### src/rtl/eth_fcs_gmii_tx_if.sv
// Byte stream from the checksum stage into the FCS/GMII transmitter, plus the
// GMII transmit pins and status pulses coming back out of it.
//   tx_data/tx_en/pre_flag : frame bytes, frame strobe and preamble marker (upstream -> tx)
//   gmii_txd/gmii_tx_en/gmii_tx_er : GMII transmit pins (tx -> PHY)
//   frame_drop/frame_done  : one-cycle status pulses (tx -> observer)
interface eth_fcs_gmii_tx_if;
  logic [7:0] tx_data;
  logic       tx_en;
  logic       pre_flag;
  logic [7:0] gmii_txd;
  logic       gmii_tx_en;
  logic       gmii_tx_er;
  logic       frame_drop;
  logic       frame_done;

  // Upstream side: drives frame bytes, watches the GMII side.
  modport master (
    output tx_data, tx_en, pre_flag,
    input  gmii_txd, gmii_tx_en, gmii_tx_er, frame_drop, frame_done
  );

  // Transmitter side.
  modport slave (
    input  tx_data, tx_en, pre_flag,
    output gmii_txd, gmii_tx_en, gmii_tx_er, frame_drop, frame_done
  );
endinterface

### src/rtl/eth_fcs_gmii_tx.sv
// Final Ethernet transmit stage: forwards frame bytes to GMII with one cycle of
// latency, runs CRC-32 over all non-preamble bytes, appends the 4-byte FCS and
// enforces the inter-frame gap. Frames that start too early are dropped whole.
//   tx_clk : byte clock, rising edge
//   rst    : synchronous, active-high reset
//   bus    : slave side of eth_fcs_gmii_tx_if (input bytes in, GMII + status out)
module eth_fcs_gmii_tx #(
  parameter int unsigned IFG_BYTES = 12,
  parameter logic [31:0] CRC_INIT  = 32'hFFFF_FFFF
) (
  input  logic             tx_clk,
  input  logic             rst,
  eth_fcs_gmii_tx_if.slave bus
);

  localparam logic [31:0] CRC_POLY  = 32'hEDB8_8320;
  localparam int unsigned IFG_CNT_W = 8;

  typedef enum logic [2:0] {IDLE, DATA, FCS, IFG, SKIP} state_t;

  state_t               state_q, state_n;
  logic [31:0]          crc_q, crc_n;
  logic [IFG_CNT_W-1:0] ifg_cnt_q, ifg_cnt_n;
  logic [1:0]           fcs_idx_q, fcs_idx_n;
  logic                 pend_q, pend_n;
  logic                 tx_en_d;
  logic                 armed_q;
  logic [7:0]           txd_q, txd_n;
  logic                 en_q, en_n;
  logic                 er_q;
  logic                 drop_q, drop_n;
  logic                 done_q, done_n;

  logic                 rise_c;
  logic [31:0]          crc_inv_c;
  logic [7:0]           fcs_byte_c;

  // Reflected CRC-32, one byte consumed LSB first.
  function automatic logic [31:0] crc32_byte(input logic [31:0] crc_in, input logic [7:0] data);
    logic [31:0] c;
    c = crc_in;
    for (int i = 0; i < 8; i++) begin
      if (c[0] ^ data[i]) c = (c >> 1) ^ CRC_POLY;
      else                c = c >> 1;
    end
    return c;
  endfunction

  // armed_q stays low after reset until tx_en has been seen low, so a frame that
  // was already in flight when reset released is never mistaken for a new start.
  assign rise_c     = bus.tx_en & ~tx_en_d & armed_q;
  assign crc_inv_c  = ~crc_q;
  assign fcs_byte_c = crc_inv_c[{fcs_idx_q, 3'b000} +: 8];

  // Next-state and output decode.
  always_comb begin
    state_n   = state_q;
    crc_n     = crc_q;
    ifg_cnt_n = ifg_cnt_q;
    fcs_idx_n = fcs_idx_q;
    pend_n    = pend_q;
    txd_n     = '0;
    en_n      = 1'b0;
    drop_n    = 1'b0;
    done_n    = 1'b0;

    case (state_q)
      IDLE: begin
        if (rise_c) begin
          state_n = DATA;
          txd_n   = bus.tx_data;
          en_n    = 1'b1;
          crc_n   = bus.pre_flag ? CRC_INIT : crc32_byte(CRC_INIT, bus.tx_data);
        end else if (bus.tx_en) begin
          state_n = SKIP;
        end
      end

      DATA: begin
        en_n = 1'b1;
        if (bus.tx_en) begin
          txd_n = bus.tx_data;
          if (!bus.pre_flag) crc_n = crc32_byte(crc_q, bus.tx_data);
        end else begin
          // First FCS byte goes out right behind the last data byte.
          txd_n     = crc_inv_c[7:0];
          fcs_idx_n = 2'd1;
          state_n   = FCS;
        end
      end

      FCS: begin
        en_n      = 1'b1;
        txd_n     = fcs_byte_c;
        fcs_idx_n = 2'(fcs_idx_q + 2'd1);
        if (fcs_idx_q == 2'd3) begin
          done_n    = 1'b1;
          ifg_cnt_n = '0;
          state_n   = IFG;
        end
        if (rise_c) begin
          drop_n = 1'b1;
          pend_n = 1'b1;
        end
      end

      IFG: begin
        if (rise_c) begin
          drop_n = 1'b1;
          pend_n = 1'b1;
        end
        if (ifg_cnt_q == IFG_CNT_W'(IFG_BYTES - 1)) begin
          pend_n  = 1'b0;
          state_n = ((pend_q | rise_c) & bus.tx_en) ? SKIP : IDLE;
        end else begin
          ifg_cnt_n = IFG_CNT_W'(ifg_cnt_q + 1'b1);
        end
      end

      SKIP: begin
        if (!bus.tx_en) state_n = IDLE;
      end

      default: state_n = IDLE;
    endcase
  end

  // State and output registers.
  always_ff @(posedge tx_clk) begin
    if (rst) begin
      state_q   <= IDLE;
      crc_q     <= CRC_INIT;
      ifg_cnt_q <= '0;
      fcs_idx_q <= '0;
      pend_q    <= 1'b0;
      tx_en_d   <= 1'b0;
      armed_q   <= 1'b0;
      txd_q     <= '0;
      en_q      <= 1'b0;
      er_q      <= 1'b0;
      drop_q    <= 1'b0;
      done_q    <= 1'b0;
    end else begin
      state_q   <= state_n;
      crc_q     <= crc_n;
      ifg_cnt_q <= ifg_cnt_n;
      fcs_idx_q <= fcs_idx_n;
      pend_q    <= pend_n;
      tx_en_d   <= bus.tx_en;
      armed_q   <= armed_q | ~bus.tx_en;
      txd_q     <= txd_n;
      en_q      <= en_n;
      er_q      <= 1'b0;
      drop_q    <= drop_n;
      done_q    <= done_n;
    end
  end

  assign bus.gmii_txd   = txd_q;
  assign bus.gmii_tx_en = en_q;
  assign bus.gmii_tx_er = er_q;
  assign bus.frame_drop = drop_q;
  assign bus.frame_done = done_q;

endmodule
### src/flat_wrapper.sv
// flat-port wrapper written by rule: the top's interface ports become plain ports
module eth_fcs_gmii_tx_flat 
#(
  parameter int unsigned IFG_BYTES = 12,
  parameter logic [31:0] CRC_INIT  = 32'hFFFF_FFFF
)
  (tx_clk, rst, bus_tx_data, bus_tx_en, bus_pre_flag, bus_gmii_txd, bus_gmii_tx_en, bus_gmii_tx_er, bus_frame_drop, bus_frame_done);
  eth_fcs_gmii_tx_if bus_i ();
  input  logic tx_clk;
  input  logic rst;
  input wire logic [$bits(bus_i.tx_data)-1:0] bus_tx_data;
  input wire logic [$bits(bus_i.tx_en)-1:0] bus_tx_en;
  input wire logic [$bits(bus_i.pre_flag)-1:0] bus_pre_flag;
  output wire logic [$bits(bus_i.gmii_txd)-1:0] bus_gmii_txd;
  output wire logic [$bits(bus_i.gmii_tx_en)-1:0] bus_gmii_tx_en;
  output wire logic [$bits(bus_i.gmii_tx_er)-1:0] bus_gmii_tx_er;
  output wire logic [$bits(bus_i.frame_drop)-1:0] bus_frame_drop;
  output wire logic [$bits(bus_i.frame_done)-1:0] bus_frame_done;
  assign bus_i.tx_data = bus_tx_data;
  assign bus_i.tx_en = bus_tx_en;
  assign bus_i.pre_flag = bus_pre_flag;
  assign bus_gmii_txd = bus_i.gmii_txd;
  assign bus_gmii_tx_en = bus_i.gmii_tx_en;
  assign bus_gmii_tx_er = bus_i.gmii_tx_er;
  assign bus_frame_drop = bus_i.frame_drop;
  assign bus_frame_done = bus_i.frame_done;
  eth_fcs_gmii_tx #(.IFG_BYTES(IFG_BYTES), .CRC_INIT(CRC_INIT)) u_core (.tx_clk(tx_clk), .rst(rst), .bus(bus_i));
endmodule
### config.mk
export PLATFORM = sky130hd
export DESIGN_NAME = eth_fcs_gmii_tx_flat
export DESIGN_NICKNAME = d
export VERILOG_FILES = /design/src/rtl/eth_fcs_gmii_tx_if.sv /design/src/rtl/eth_fcs_gmii_tx.sv /design/src/flat_wrapper.sv
export SDC_FILE = /design/constraint.sdc
export NUM_CORES = 1
export LEC_CHECK = 0
export ABC_AREA = 1
export CAP_MARGIN = 20
export CORE_ASPECT_RATIO = 1.75
export CORE_MARGIN = 4
export CORE_UTILIZATION = 66
export CTS_CLUSTER_SIZE = 25
export DETAILED_ROUTE_END_ITERATION = 7
export PLACE_DENSITY = 0.9
export REMOVE_ABC_BUFFERS = 1
export SLEW_MARGIN = 20
export SYNTH_ARGS = -nofsm -noshare
export SYNTH_HDL_FRONTEND = slang
export SYNTH_SLANG_ARGS = --single-unit
### constraint.sdc
create_clock -name tx_clk -period 3.9 [get_ports tx_clk]
set_input_delay 0.78 -clock tx_clk [delete_from_list [all_inputs] [get_ports tx_clk]]
set_output_delay 0.78 -clock tx_clk [all_outputs]
set_load 0.01 [all_outputs]
==> reports/qor.yml <==
combPwrFrac_pct: 44.6
postCtsHoldBufs: 0
portBuffers: 22
ys.flop_type: "dfxtp_1"
cts-root-buf: "clkbuf_16"
worstMarginPinSlew_ns: 0.893
pwr-share-seq_pct: 27.4
drtIter0Drc: 715
htreeDepth: 3
slew-limit-headroom_pct: 40.2
synth_common_cells: "295 x nand2_1, 75 x inv_1, 59 x dfxtp_1, 56 x nand3_1, 55 x o21ai_0"
antennaDiodeCount: 0
postCtsSetupRepairBufs: 0
viasPerCell: 6.15
period_minus_slack_ns: 2.95
grt_antenna_before_repair: 0
yosysMostFrequentCell: "nand2_1"
netlist_area_mm2: 0.00463
clkTransAtPathRegs_ns: 0.05
switching_share_pct: 44.2
gp_congestion: 1.05
hold_viol_final: 0
skew_ns: 0.00608
die_h_um: 119
clock_latency_ns: 0.34
grt_setup_unrepaired: "false"
num_io_pins: 24
startpoint_type: "primary input"
cts_resized: 0
hpwl_mm: 11.7
async_flop_share_pct: 0
syn_to_final_growth_pct: 10.6
rows: 40
synthCells: 789
synth-edff-count: 0
worstPathArrival_ns: 3.18
yosysWarnings: 0
placed_cells: 872
leakagePower_nw: 2.55
internal-power_mw: 1.60
p_sw_mw: 1.27
core_mm2: 0.00686
syn_avg_cell_area_um2: 5.86
setup_viol: 0
cts_buffers: 9
max_freq_mhz: 339
grt_overflow_total: 0
final.setup.tns_ns: 0
grt_use_total_pct: 40.5
grt_pass1_vias: 5151
power_density_mw_per_mm2: 560
finalCritPeriodShare_pct: 75.7
dr.pass1.iters: 6
avgRoutedWirePerCell_um: 18.9
cap_violations: 0
worstPathMaxFanout: 9
yosysTopAreaCell: "dfxtp_1"
vias: 5465
status: "finished clean"
cts_tree: "yes"
drt_wl_total_mm: 16.8
synth_seq_area_share_pct: 25.5
grt_max_degree: 41
grt_first_pass_wirelength_mm: 26.2
drc: 0
synth_top_cell_area_share_pct: 25.5
fin_cells: 888
die_width_um: 71.3
clock_path_buffers: 2
antenna_left: 0
drive_gt1_share_pct: 7.71
dieArea_mm2: 0.00846
ys_types: 43
hold_slack_ns: 0.466
crit_path_end_kind: "register"
peakVddDrop_uv: 495
ys_ff_latch: 59
layout.nets: 813
drv_slew: 0
clockPowerShare_pct: 28.0
crit_required_ns: 4.13
min_path_type: "register to register"
critPathKind: "primary input to register"
ys_top_cells_by_area: "dfxtp_1 26%, nand2_1 24%, inv_1 6.1%"
nFillCells: 582
start_util_pct: 67.5
clock-sinks: 59
==> metal layers <==
layer | wire, um | vias to the layer above | global-route usage, %
met5 | 0 | - | 0
met4 | 1340 | 0 | 28.0
met3 | 1620 | 113 | 8.60
met2 | 8140 | 365 | 67.5
met1 | 5660 | 2451 | 44.6
li1 | - | 2536 | -
==> area by class of cell <==
type / count / area, um^2 / share of cell area, %
Multi-Input combinational cell: 610 / 2920 / 57.1
Clock buffer: 11 / 243 / 4.74
Inverter: 92 / 355 / 6.95
Clock inverter: 5 / 52.6 / 1.03
Tap cell: 84 / 105 / 2.05
Timing Repair Buffer: 27 / 258 / 5.04
Sequential cell: 59 / 1180 / 23.1
==> worst max-delay path, stage by stage <==
cell and delay, ns:
clkdlybuf4s50_1 0.65, inv_6 0.19, nand2_1 0.08, nand2_2 0.14, xor2_1 0.33, inv_1 0.12, nand2_1 0.08, nand2_1 0.04
o21ai_0 0.49, nand2_1 0.13, nand2_1 0.09, nand2_1 0.05
==> cells in the final DEF, fill, tap and decap left out, types with 3 or more instances in the layout <==
master	instances
clkdlybuf4s50_1	22
nand2_1	295
o21ai_0	55
buf_4	5
dfxtp_1	59
o21ai_1	11
nand3_1	56
clkbuf_16	9
xor2_1	23
nor3_1	5
clkinv_2	3
inv_2	13
nand2_2	15
inv_1	75
a22oi_1	8
o211ai_1	15
xnor2_1	7
nor2_1	48
a21oi_1	43
nand4_1	3
==> sequential cells by signal, indices dropped and copies added (netlist names) <==
register and count:
u_core.pend_q 1, u_core.crc_q 32, u_core.state_q 3, u_core.bus.gmii_tx_en 1
u_core.tx_en_d 1, u_core.fcs_idx_q 2, u_core.bus.gmii_txd 8, u_core.armed_q 1
u_core.ifg_cnt_q 8, u_core.bus.frame_done 1, u_core.bus.frame_drop 1
==> power by group through the flow <==
stage                     Clock (mW)  Sequential [mW]  Combinational, mW
after floorplan                    0            0.790              0.826
after global placement             0            0.786               1.19
after detailed placement           0            0.789               1.22
after CTS                      0.797            0.778               1.23
after global routing           0.825            0.791               1.40
final                          0.802            0.783               1.28
==> worst paths after layout <==
path	cells past startpoint	slack, ns	from	end
setup / recovery	12	0.95	bus_tx_data[0]	u_core.crc_q[25]
hold / removal	2	0.47	u_core.ifg_cnt_q[7]	u_core.ifg_cnt_q[7]
setup reg to reg	7	1.47	u_core.state_q[0]	u_core.crc_q[11]
hold reg to reg	2	0.47	u_core.ifg_cnt_q[7]	u_core.ifg_cnt_q[7]
==> logic make-up (layout without fill, tap and decap cells) <==
| logic type | Yosys count | count (layout) | synth area share, % |
|---|---|---|---|
| fa+ha+maj | 2 | 2 | 0.541 |
| compound gates | 140 | 140 | 17.0 |
| simple gates | 435 | 435 | 39.2 |
| xor+xnor | 31 | 31 | 6.03 |
| flops | 59 | 59 | 25.5 |
| mux | 1 | 1 | 0.216 |
| buf+inv | 120 | 135 | 11.4 |
| other cells | 1 | 1 | 0.0811 |
==> stage by stage <==
stage          util (%)  total power [mW]  setup WS (ns)  instance area, um^2
3_3_place_gp       70.3              1.97          0.868                 4820
2_1_floorplan         -              1.62           1.43                 4450
4_1_cts            74.6              2.80           1.21                 5120
6_report           74.6              2.86          0.946                 5120
3_5_place_dp       70.3              2.01          0.886                 4820
5_1_grt            74.6              3.01          0.892                 5120
(Power assumes the default switching activity.)
